===== config.mk =====
export PLATFORM = sky130hd
export DESIGN_NAME = fib_result_uart_tx_flat
export DESIGN_NICKNAME = d
export VERILOG_FILES = /design/src/rtl/fib_result_uart_tx_if.sv /design/src/rtl/fib_result_uart_tx.sv /design/src/flat_wrapper.sv
export SDC_FILE = /design/constraint.sdc
export NUM_CORES = 1
export LEC_CHECK = 0
export CAP_MARGIN = 20
export CORE_MARGIN = 4
export CORE_UTILIZATION = 59
export CTS_CLUSTER_SIZE = 25
export DETAILED_ROUTE_END_ITERATION = 8
export PLACE_DENSITY = 0.85
export SLEW_MARGIN = 10
export SYNTH_ARGS = -nofsm -noshare
export SYNTH_HDL_FRONTEND = slang
export SYNTH_SLANG_ARGS = --single-unit

===== constraint.sdc =====
create_clock -name clk -period 3.2 [get_ports clk]
set_input_delay 0.64 -clock clk [delete_from_list [all_inputs] [get_ports clk]]
set_output_delay 0.64 -clock clk [all_outputs]
set_load 0.01 [all_outputs]

===== src/rtl/fib_result_uart_tx_if.sv =====
// Calculator-result / UART pin bundle between the Fibonacci calculator side and the
// hex-dump transmitter.
interface fib_result_uart_tx_if #(
  parameter int WIDTH = 69
);
  logic             load;
  logic [WIDTH-1:0] data;
  logic             tx;
  logic             tx_en;
  logic             busy;
  logic             done;

  modport master (output load, data, input tx, tx_en, busy, done);
  modport slave  (input load, data, output tx, tx_en, busy, done);
endinterface


===== src/rtl/fib_result_uart_tx.sv =====
// Captures the calculator result on the rising edge of load and sends it as uppercase
// hex (MSB first, optional CR LF) in 8N1 UART frames.
module fib_result_uart_tx #(
  parameter int WIDTH        = 69,
  parameter int CLKS_PER_BIT = 434,
  parameter int APPEND_CRLF  = 1
) (
  input logic                 clk,
  input logic                 rst,
  fib_result_uart_tx_if.slave bus
);
  localparam int NDIG  = (WIDTH + 3) / 4;
  localparam int NCHAR = NDIG + 2 * APPEND_CRLF;
  localparam int SW    = NDIG * 4;
  localparam int CW    = $clog2(CLKS_PER_BIT);
  localparam int IW    = $clog2(NCHAR + 1);

  localparam logic [1:0] S_IDLE  = 2'd0;
  localparam logic [1:0] S_START = 2'd1;
  localparam logic [1:0] S_DATA  = 2'd2;
  localparam logic [1:0] S_STOP  = 2'd3;

  logic [1:0]    state;
  logic          load_q;
  logic [SW-1:0] sh, ext;
  logic [7:0]    chr, nxt_chr;
  logic [CW-1:0] cnt;
  logic [2:0]    bit_idx;
  logic [IW-1:0] idx, idx_n;
  logic          tx_r, done_r, bit_end, last_chr;

  function automatic logic [7:0] hex(input logic [3:0] n);
    return (n < 4'd10) ? (8'h30 + {4'h0, n}) : (8'h37 + {4'h0, n});
  endfunction

  always_comb begin
    ext            = '0;
    ext[WIDTH-1:0] = bus.data;
    idx_n          = idx + IW'(1);
    bit_end        = (cnt == CW'(CLKS_PER_BIT - 1));
    last_chr       = (idx == IW'(NCHAR - 1));
    // Digits come off the top of the shift register; the tail is CR then LF.
    if (idx_n < IW'(NDIG))       nxt_chr = hex(sh[SW-1 -: 4]);
    else if (idx_n == IW'(NDIG)) nxt_chr = 8'h0D;
    else                         nxt_chr = 8'h0A;
  end

  always_ff @(posedge clk) begin
    if (rst) begin
      state   <= S_IDLE;
      load_q  <= 1'b0;
      sh      <= '0;
      chr     <= '0;
      cnt     <= '0;
      bit_idx <= '0;
      idx     <= '0;
      tx_r    <= 1'b1;
      done_r  <= 1'b0;
    end else begin
      load_q <= bus.load;
      done_r <= 1'b0;
      case (state)
        S_IDLE: begin
          if (bus.load && !load_q) begin
            // First digit is latched now, so sh holds the remaining digits.
            state <= S_START;
            sh    <= ext << 4;
            chr   <= hex(ext[SW-1 -: 4]);
            idx   <= '0;
            cnt   <= '0;
            tx_r  <= 1'b0;
          end
        end
        S_START: begin
          if (bit_end) begin
            cnt     <= '0;
            bit_idx <= '0;
            tx_r    <= chr[0];
            state   <= S_DATA;
          end else cnt <= cnt + CW'(1);
        end
        S_DATA: begin
          if (bit_end) begin
            cnt <= '0;
            if (bit_idx == 3'd7) begin
              tx_r  <= 1'b1;
              state <= S_STOP;
            end else begin
              bit_idx <= bit_idx + 3'd1;
              tx_r    <= chr[bit_idx + 3'd1];
            end
          end else cnt <= cnt + CW'(1);
        end
        S_STOP: begin
          if (bit_end) begin
            cnt <= '0;
            if (last_chr) begin
              state  <= S_IDLE;
              done_r <= 1'b1;
            end else begin
              state <= S_START;
              tx_r  <= 1'b0;
              idx   <= idx_n;
              chr   <= nxt_chr;
              if (idx_n < IW'(NDIG)) sh <= sh << 4;
            end
          end else cnt <= cnt + CW'(1);
        end
        default: state <= S_IDLE;
      endcase
    end
  end

  assign bus.tx    = tx_r;
  assign bus.tx_en = 1'b1;
  assign bus.busy  = (state != S_IDLE);
  assign bus.done  = done_r;
endmodule


===== src/flat_wrapper.sv =====
// flat-port wrapper written by rule: the top's interface ports become plain ports
module fib_result_uart_tx_flat 
#(
  parameter int WIDTH        = 69,
  parameter int CLKS_PER_BIT = 434,
  parameter int APPEND_CRLF  = 1
)
  (clk, rst, bus_load, bus_data, bus_tx, bus_tx_en, bus_busy, bus_done);
  fib_result_uart_tx_if #(.WIDTH(WIDTH)) bus_i ();
  input logic clk;
  input logic rst;
  input wire logic [$bits(bus_i.load)-1:0] bus_load;
  input wire logic [$bits(bus_i.data)-1:0] bus_data;
  output wire logic [$bits(bus_i.tx)-1:0] bus_tx;
  output wire logic [$bits(bus_i.tx_en)-1:0] bus_tx_en;
  output wire logic [$bits(bus_i.busy)-1:0] bus_busy;
  output wire logic [$bits(bus_i.done)-1:0] bus_done;
  assign bus_i.load = bus_load;
  assign bus_i.data = bus_data;
  assign bus_tx = bus_i.tx;
  assign bus_tx_en = bus_i.tx_en;
  assign bus_busy = bus_i.busy;
  assign bus_done = bus_i.done;
  fib_result_uart_tx #(.WIDTH(WIDTH), .CLKS_PER_BIT(CLKS_PER_BIT), .APPEND_CRLF(APPEND_CRLF)) u_core (.clk(clk), .rst(rst), .bus(bus_i));
endmodule

Yosys cells after proc, flatten, opt, wreduce, memory -nomap -nowiden

Cells that the tools add are included.

Add/subtract/negate cells: 7
Multipliers: 0
Div/mod/pow operators: 0
Order comparisons: 4
Equal/unequal tests: 15
Shift-type cells: 0
Mux-type cells: 41
Bitwise logic cells: 2
Reductions and logical operators: 13

Operator list:

| cell                  | number |
|---|---|
| $mux W72              | 4 |
| $pmux W72 S2          | 1 |
| $mux W8               | 6 |
| $mux W9               | 2 |
| $pmux W9 S2           | 1 |
| $pmux W8 S2           | 1 |
| $mux W5               | 3 |
| $reduce_and A5 Y1     | 3 |
| $add A6 B1 Y7 const A | 2 |
| $add A6 B4 Y7 const A | 2 |
| $mux W3               | 4 |
| $ne A2 B1 Y1 const B  | 6 |
| $eq A5 B5 Y1 const B  | 2 |
| $mux W2               | 5 |
| $pmux W5 S2           | 1 |
| $add A9 B1 Y9 const B | 1 |
| $eq A9 B9 Y1 const B  | 1 |
| $mux W1               | 9 |
| $pmux W2 S4           | 1 |
| $reduce_and A4 Y1     | 2 |
| $pmux W3 S2           | 1 |
| $reduce_bool A2 Y1    | 3 |
| $reduce_or A3 Y1      | 2 |
| $add A5 B1 Y5 const B | 1 |
| other kinds (15)      | 18 |

Register bits after elaboration: 102
Bits in latches: 0
Memory bits (writable): 0
Bits in read-only memories: 0
Input port bits: 72
Output and inout port bits: 4
Word-level logic and storage cells: 91
Memories: 0

Depth between registers and ports, before layout

Gate-level depths: netlist (run 1).

Word-level depth: 7
Mapped depth: 9
Depth with buffers taken out: 7

Least setup slack after synthesis (run 1)

OpenSTA, ideal clock, no wires.

Path kind: reg-to-reg
From: reg u_core.idx[0]
To: reg u_core.sh[20]
Library setup time: 0.146 ns
Arrival: 1.931 ns
Data required time: 3.054 ns
Slack: 1.123 ns
Stages on the path, launching flop included: 10
Buffers on the path: 3
Period minus slack after synthesis: 2.077 ns
Cells stage by stage: dfxtp_1 ha_1 buf_2 and4_1 a311oi_2 a211oi_2 buf_4 buf_6 nor3_1 a211oi_2

Longest elaborated chain between the ends: 4
Elaborated cells on any way between the ends: 6
Classes of those cells: add/sub (1); order compare (1); eq/ne (3); reduce/logical (1)

Ends and longest elaborated chain:

| element                       | RTL line                  | text |
|---|---|---|
| from (decl)                   | fib_result_uart_tx.sv:29  | `logic [IW-1:0] idx, idx_n;` |
| from (signal assigned)        | fib_result_uart_tx.sv:103 | `idx <= idx_n;` |
| $add A5 B1 Y5                 | fib_result_uart_tx.sv:39  | `idx_n = idx + IW'(1);` |
| $lt A5 B5 Y1                  | fib_result_uart_tx.sv:105 | `if (idx_n < IW'(NDIG)) sh <= sh << 4;` |
| $ne A2 B1 Y1 (no line)        | --                        |  |
| $reduce_and A5 Y1 (no line) * | --                        |  |
| to (signal assigned)          | fib_result_uart_tx.sv:67  | `sh <= ext << 4;` |
| to (signal assigned)          | fib_result_uart_tx.sv:105 |  |
| to (decl)                     | fib_result_uart_tx.sv:25  | `logic [SW-1:0] sh, ext;` |

Every way passes the cells marked *; elsewhere a longest branch is shown, timed or not.
A chain may end at the register's enable or synchronous reset.

Worst setup path in the final report (run 1)

From: reg u_core.idx[0]
To: reg u_core.sh[56]

Same word-level chain as after synthesis.

==> results.cfg, run 1 <==
[run_status]
status = finished clean

[sta]
slew_viol_final = 0
period_share = 0.896
setup_ws_ns = 0.333
rsz0062_at_grt = false
slew_headroom = 0.424
timing_hold_violations_final = 0
finalSetupViolCount = 0
timing.fmax_ghz = 0.349
skew_ns = 0.00916
tns_ns = 0
worst_slew_pin_slew_ns = 0.860
min_period_ns = 2.87

[drt]
viasPerCell = 6.26
drt_wl_total_mm = 12.2
drc = 0
antenna_left = 0
drt-initial-drc-count = 246
vias = 4310
route.detailed.wl_per_inst_microns = 17.7
drtPass1Iterations = 5

[yosys]
synth_area_sq_mm = 0.00504
avgSynthCellArea_sq_um = 9.52
syn_nets = 613
synth-seq-cells = 97
synthArstFlopShare = 0
ys_warn_count = 0
synth_cell_type_count = 57
yosysSeqAreaShare = 0.385
syn_inst = 529
synthFlopType = dfxtp_1
synth_edf_count = 0

[floorplanning]
dieArea_sq_mm = 0.0101
start_util = 0.610
coreArea_sq_mm = 0.00826
placementRows = 33
pin_count = 76
die_h_microns = 100
die_w_microns = 100

[clocking]
cts.sinks = 97
insertion_delay_ns = 0.37
htree_levels = 3
clkTransAtPathRegs_ns = 0.10
cts_buffers = 9
clk_path_buf_depth = 2
cts_resized = 0
holdBufCountCts = 0
tritoncts = built
root_buffer = clkbuf_8
cts_setup_buffers = 0

[final_layout]
final_common_cell = dfxtp_1
syn_to_final_growth_pct = 18.3
layout_common_cells = 97 x dfxtp_1, 73 x clkdlybuf4s50_1, 72 x nor3_1, 69 x mux2i_1, 48 x a211oi_1
diodes = 0
num-nets-final = 663
final_layout_size_suffix_gt1_frac = 0.108
n_fill_cell = 625

[global_route]
grt-busiest-layer = met2
grt_usage = 0.243
grt_pass1_wl_mm = 19.8
use_met2 = 0.427
grt_overflow = 0
gr-usage-met3 = 0.0584
first_global_vias = 4230
antenna_found_initial = 0
grt_max_degree = 69
met1_usage = 0.285

[setup_path]
crit_path_max_fanout = 28
required_ns = 3.43
startpoint_type = register
worstSetupPathType = reg -> reg
end_kind = register
crit_arrival_ns = 3.10

[placement]
port_buffers = 74
place.gp.congestion = 0.926
dp_hpwl_mm = 8.37
post-place-ws_ns = 0.448

[job]
maxCapViolCount = 0

[pwr]
leakagePower_nw = 1.93
peakVddDrop_v = 0.000323
p_per_area_mw_per_mm2 = 621

[min_path]
holdCritPathClass = reg -> reg
==> layout make-up <==
cell class	count	area (sq um)	share of cell area
timing repair buffer	85	846	0.142
clock inverter	7	53.8	0.00903
sequential	97	1940	0.326
multi-input combinational	374	2820	0.473
inverter	12	45.0	0.00756
tap	105	131	0.0220
clock buffer	9	124	0.0208
==> layer usage <==
| metal | wire [microns] | vias to the layer above |
|---|---|---|
| met5 | 0 | - |
| met4 | 298 | 0 |
| met3 | 689 | 32 |
| met2 | 6180 | 126 |
| met1 | 5010 | 2055 |
| li1 | - | 2097 |
==> worst max-delay path, cell delays in order (launching register included) <==
cell	delay [ns]
dfxtp_1	0.49
ha_1	0.45
and3_1	0.24
a311oi_2	0.17
and2_2	0.29
o21ai_4	0.70
buf_4	0.30
a211oi_1	0.08
==> report_power, final <==
part | switching [mW] | leakage, nW | internal [mW]
clock network | 0.453 | 0.0875 | 0.289
registers | 0.165 | 0.797 | 1.46
logic | 0.730 | 1.05 | 0.605
==> Yosys cell counts (3+ instances only) <==
| cell | n | area [sq um] |
|---|---|---|
| a211oi_1 | 48 | 360 |
| a211oi_2 | 21 | 263 |
| a21oi_1 | 19 | 95.1 |
| a22oi_1 | 4 | 30.0 |
| a2bb2oi_1 | 4 | 35.0 |
| a311oi_1 | 4 | 35.0 |
| a31oi_1 | 3 | 18.8 |
| a41oi_1 | 4 | 35.0 |
| and2_1 | 3 | 18.8 |
| and3_1 | 6 | 37.5 |
| buf_2 | 10 | 50.1 |
| buf_4 | 3 | 22.5 |
| buf_6 | 8 | 90.1 |
| clkbuf_1 | 25 | 93.8 |
| dfxtp_1 | 97 | 1940 |
| ha_1 | 12 | 150 |
| inv_1 | 12 | 45.0 |
| mux2i_1 | 69 | 691 |
| nand2_1 | 13 | 48.8 |
| nand3_1 | 7 | 35.0 |
| nand3b_1 | 4 | 30.0 |
| nor2_1 | 29 | 109 |
| nor2b_1 | 3 | 18.8 |
| nor3_1 | 73 | 365 |
| o21ai_0 | 9 | 45.0 |
==> kinds of logic (layout without fill, tap and decap cells) <==
group / count (synthesis) / in the layout / synth area share
AND/OR/NAND/NOR: 158 / 158 / 0.171
XOR/XNOR: 1 / 1 / 0.00174
other: 1 / 1 / 0.000744
buffers and inverters: 58 / 113 / 0.0599
adder cells (fa/ha/maj): 12 / 12 / 0.0298
flip-flops: 97 / 97 / 0.385
AO/OA/AOI/OAI: 131 / 131 / 0.210
multiplexers: 71 / 71 / 0.142
==> sequential cells by signal, summed over array words and instances (netlist names) <==
name / cells
u_core.bit_idx: 3
u_core.state: 2
u_core.load_q: 1
u_core.chr: 7
u_core.cnt: 9
u_core.sh: 68
u_core.idx: 5
u_core.bus.tx: 1
u_core.bus.done: 1
==> metrics by stage <==
step	std cells	hold WS (ns)	cell area, sq um	util	power, mW
finish	689	0.470	5960	0.722	3.70
global route	689	0.481	5960	0.722	3.94
CTS	689	0.465	5960	0.722	3.72
detailed placement	673	0.452	5780	0.700	2.99
global placement	673	0.444	5780	0.700	2.91
floorplan	529	0.428	5040	-	2.62
==> final timing paths <==
kind,slack (ns),start,cells after the start,endpoint
setup / recovery,0.33,u_core.idx[0],7,u_core.sh[56]
hold / removal,0.47,u_core.chr[6],2,u_core.chr[6]
setup reg to reg,0.33,u_core.idx[0],7,u_core.sh[56]
hold reg to reg,0.47,u_core.chr[6],2,u_core.chr[6]
Power figures use the tool's default switching activity.
==> inputs of run 2 (changes only) <==
--- a/config.mk
+++ b/config.mk
@@ -6,7 +6,6 @@
 export NUM_CORES = 1
 export LEC_CHECK = 0
 export CAP_MARGIN = 20
-export CORE_MARGIN = 4
 export CORE_UTILIZATION = 59
 export CTS_CLUSTER_SIZE = 25
 export DETAILED_ROUTE_END_ITERATION = 8
==> run 2 against run 1 <==
  * Via count fell by 1.5%
  * Clock-buffer cell count rose by 1
  * Sequential share of layout area barely moved
  * Power rose by 2.6%
  * Global-route usage rose by 2.3 points
==> results.cfg, run 2 (same netlist as run 1, synthesis figures left out) <==
[clocking]
clk_path_buf_depth = 2
htree_levels = 3
cts.sinks = 97
tritoncts = built
cts_resized = 0
cts_buffers = 9
root_buffer = clkbuf_8
cts_setup_buffers = 0
holdBufCountCts = 0
insertion_delay_ns = 0.35
clkTransAtPathRegs_ns = 0.09

[min_path]
whs_path_depth = 2
hp-start = u_core.chr[6]
holdCritPathClass = reg -> reg
worstHoldEndpoint = u_core.chr[6]

[sta]
skew_ns = 0.00748
timing_hold_violations_final = 0
rsz0062_at_grt = false
period_share = 0.822
worst_hold_slack_ns = 0.465
finalSetupViolCount = 0
slew_viol_final = 0
worst_slew_pin_slew_ns = 0.867
slew_headroom = 0.422
tns_ns = 0
timing.fmax_ghz = 0.380
min_period_ns = 2.63

[drt]
route.detailed.wl_per_inst_microns = 16.7
drtPass1Iterations = 4
drt-initial-drc-count = 212
drc = 0
vias = 4245
antenna_left = 0
viasPerCell = 6.22
drt_wl_total_mm = 11.4

[pwr]
peakVddDrop_v = 0.000328
leakagePower_nw = 1.92
seqPwrFrac = 0.428
switching_share = 0.345
p_switching_mw = 1.31
p_per_area_mw_per_mm2 = 637
power_frac_comb = 0.346
clock_power_share = 0.226
internal-power_mw = 2.49

[final_layout]
num-nets-final = 658
final_layout_size_suffix_gt1_frac = 0.0969
largest_register_ffs = 68
syn_to_final_growth_pct = 18.5
multiInputGateArea_sq_mm = 0.00282
final_common_cell = dfxtp_1
seq_area_sq_mm = 0.00194
fin_util = 0.723
largestRegisters = u_core.sh (68), u_core.cnt (9), u_core.chr (7)
diodes = 0
largest-register = u_core.sh
layout_common_cells = 97 x dfxtp_1, 73 x clkdlybuf4s50_1, 72 x nor3_1, 69 x mux2i_1, 48 x a211oi_1
n_fill_cell = 629

[setup_path]
required_ns = 2.56
rr_endpoint = u_core.sh[10]
end_kind = primary output
crit_path_max_fanout = 5
worstSetupPathType = reg -> out
r2r_slack_ns = 0.68
rr_worst_depth = 8
r2r-start = u_core.idx[1]
crit_arrival_ns = 1.99
startpoint_type = register

[global_route]
grt_overflow = 0
grt_usage = 0.266
first_global_vias = 4148
grt_pass1_wl_mm = 18.9
grt_max_degree = 71
antenna_found_initial = 0

[job]
maxCapViolCount = 0

[placement]
dp_hpwl_mm = 7.53
place.gp.congestion = 0.915
port_buffers = 74

[floorplanning]
die_h_microns = 94.4
coreArea_sq_mm = 0.00826
pin_count = 76
die_w_microns = 94.4
placementRows = 33
dieArea_sq_mm = 0.00891
start_util = 0.610

[run_status]
status = finished clean
==> run 2: worst max-delay path by stage <==
stage               startpoint       endpoint  slack (ns)
3_3_place_gp          bus_load  u_core.sh[45]        0.69
5_1_grt        u_core.state[1]       bus_busy        0.46
2_1_floorplan    u_core.idx[0]  u_core.sh[20]        1.12
6_report       u_core.state[0]       bus_busy        0.57
4_1_cts        u_core.state[0]       bus_busy        0.55
3_5_place_dp          bus_load  u_core.sh[10]        0.59
==> run 2: metal layers <==
| metal | routed length (microns) | global-route usage |
|---|---|---|
| met5 | 0 | 0 |
| met4 | 159 | 0.0910 |
| met3 | 453 | 0.0491 |
| met2 | 5820 | 0.463 |
| met1 | 4970 | 0.330 |
==> run 2: cell type report <==
type | instances | area share
Clock buffer | 10 | 0.0214
Timing Repair Buffer | 80 | 0.138
Clock inverter | 5 | 0.0136
Sequential cell | 97 | 0.325
Multi-Input combinational cell | 374 | 0.472
Inverter | 12 | 0.00755
Tap cell | 105 | 0.0220
==> run 2: worst max-delay path, stage by stage, from the launching register on <==
cell             delay, ns
dfxtp_1               0.43
inv_1                 0.14
ha_1                  0.30
inv_1                 0.20
clkdlybuf4s50_1       0.57
==> run 2: through the flow <==
stage          area (sq um)  worst slack (ns)  power, mW  std cells
6_report               5970             0.569       3.80        683
5_1_grt                5970             0.455       4.03        683
4_1_cts                5970             0.553       3.81        683
3_5_place_dp           5760             0.594       2.96        668
3_3_place_gp           5760             0.690       2.90        668
2_1_floorplan          5040              1.12       2.62        529
==> run 2: power by group through the flow <==
stage | Sequential, mW | Clock, mW | Combinational, mW
global placement | 1.64 | 0 | 1.26
CTS | 1.62 | 0.866 | 1.32
finish | 1.63 | 0.858 | 1.31
detailed placement | 1.65 | 0 | 1.31
global route | 1.66 | 0.929 | 1.44
floorplan | 1.60 | 0 | 1.02
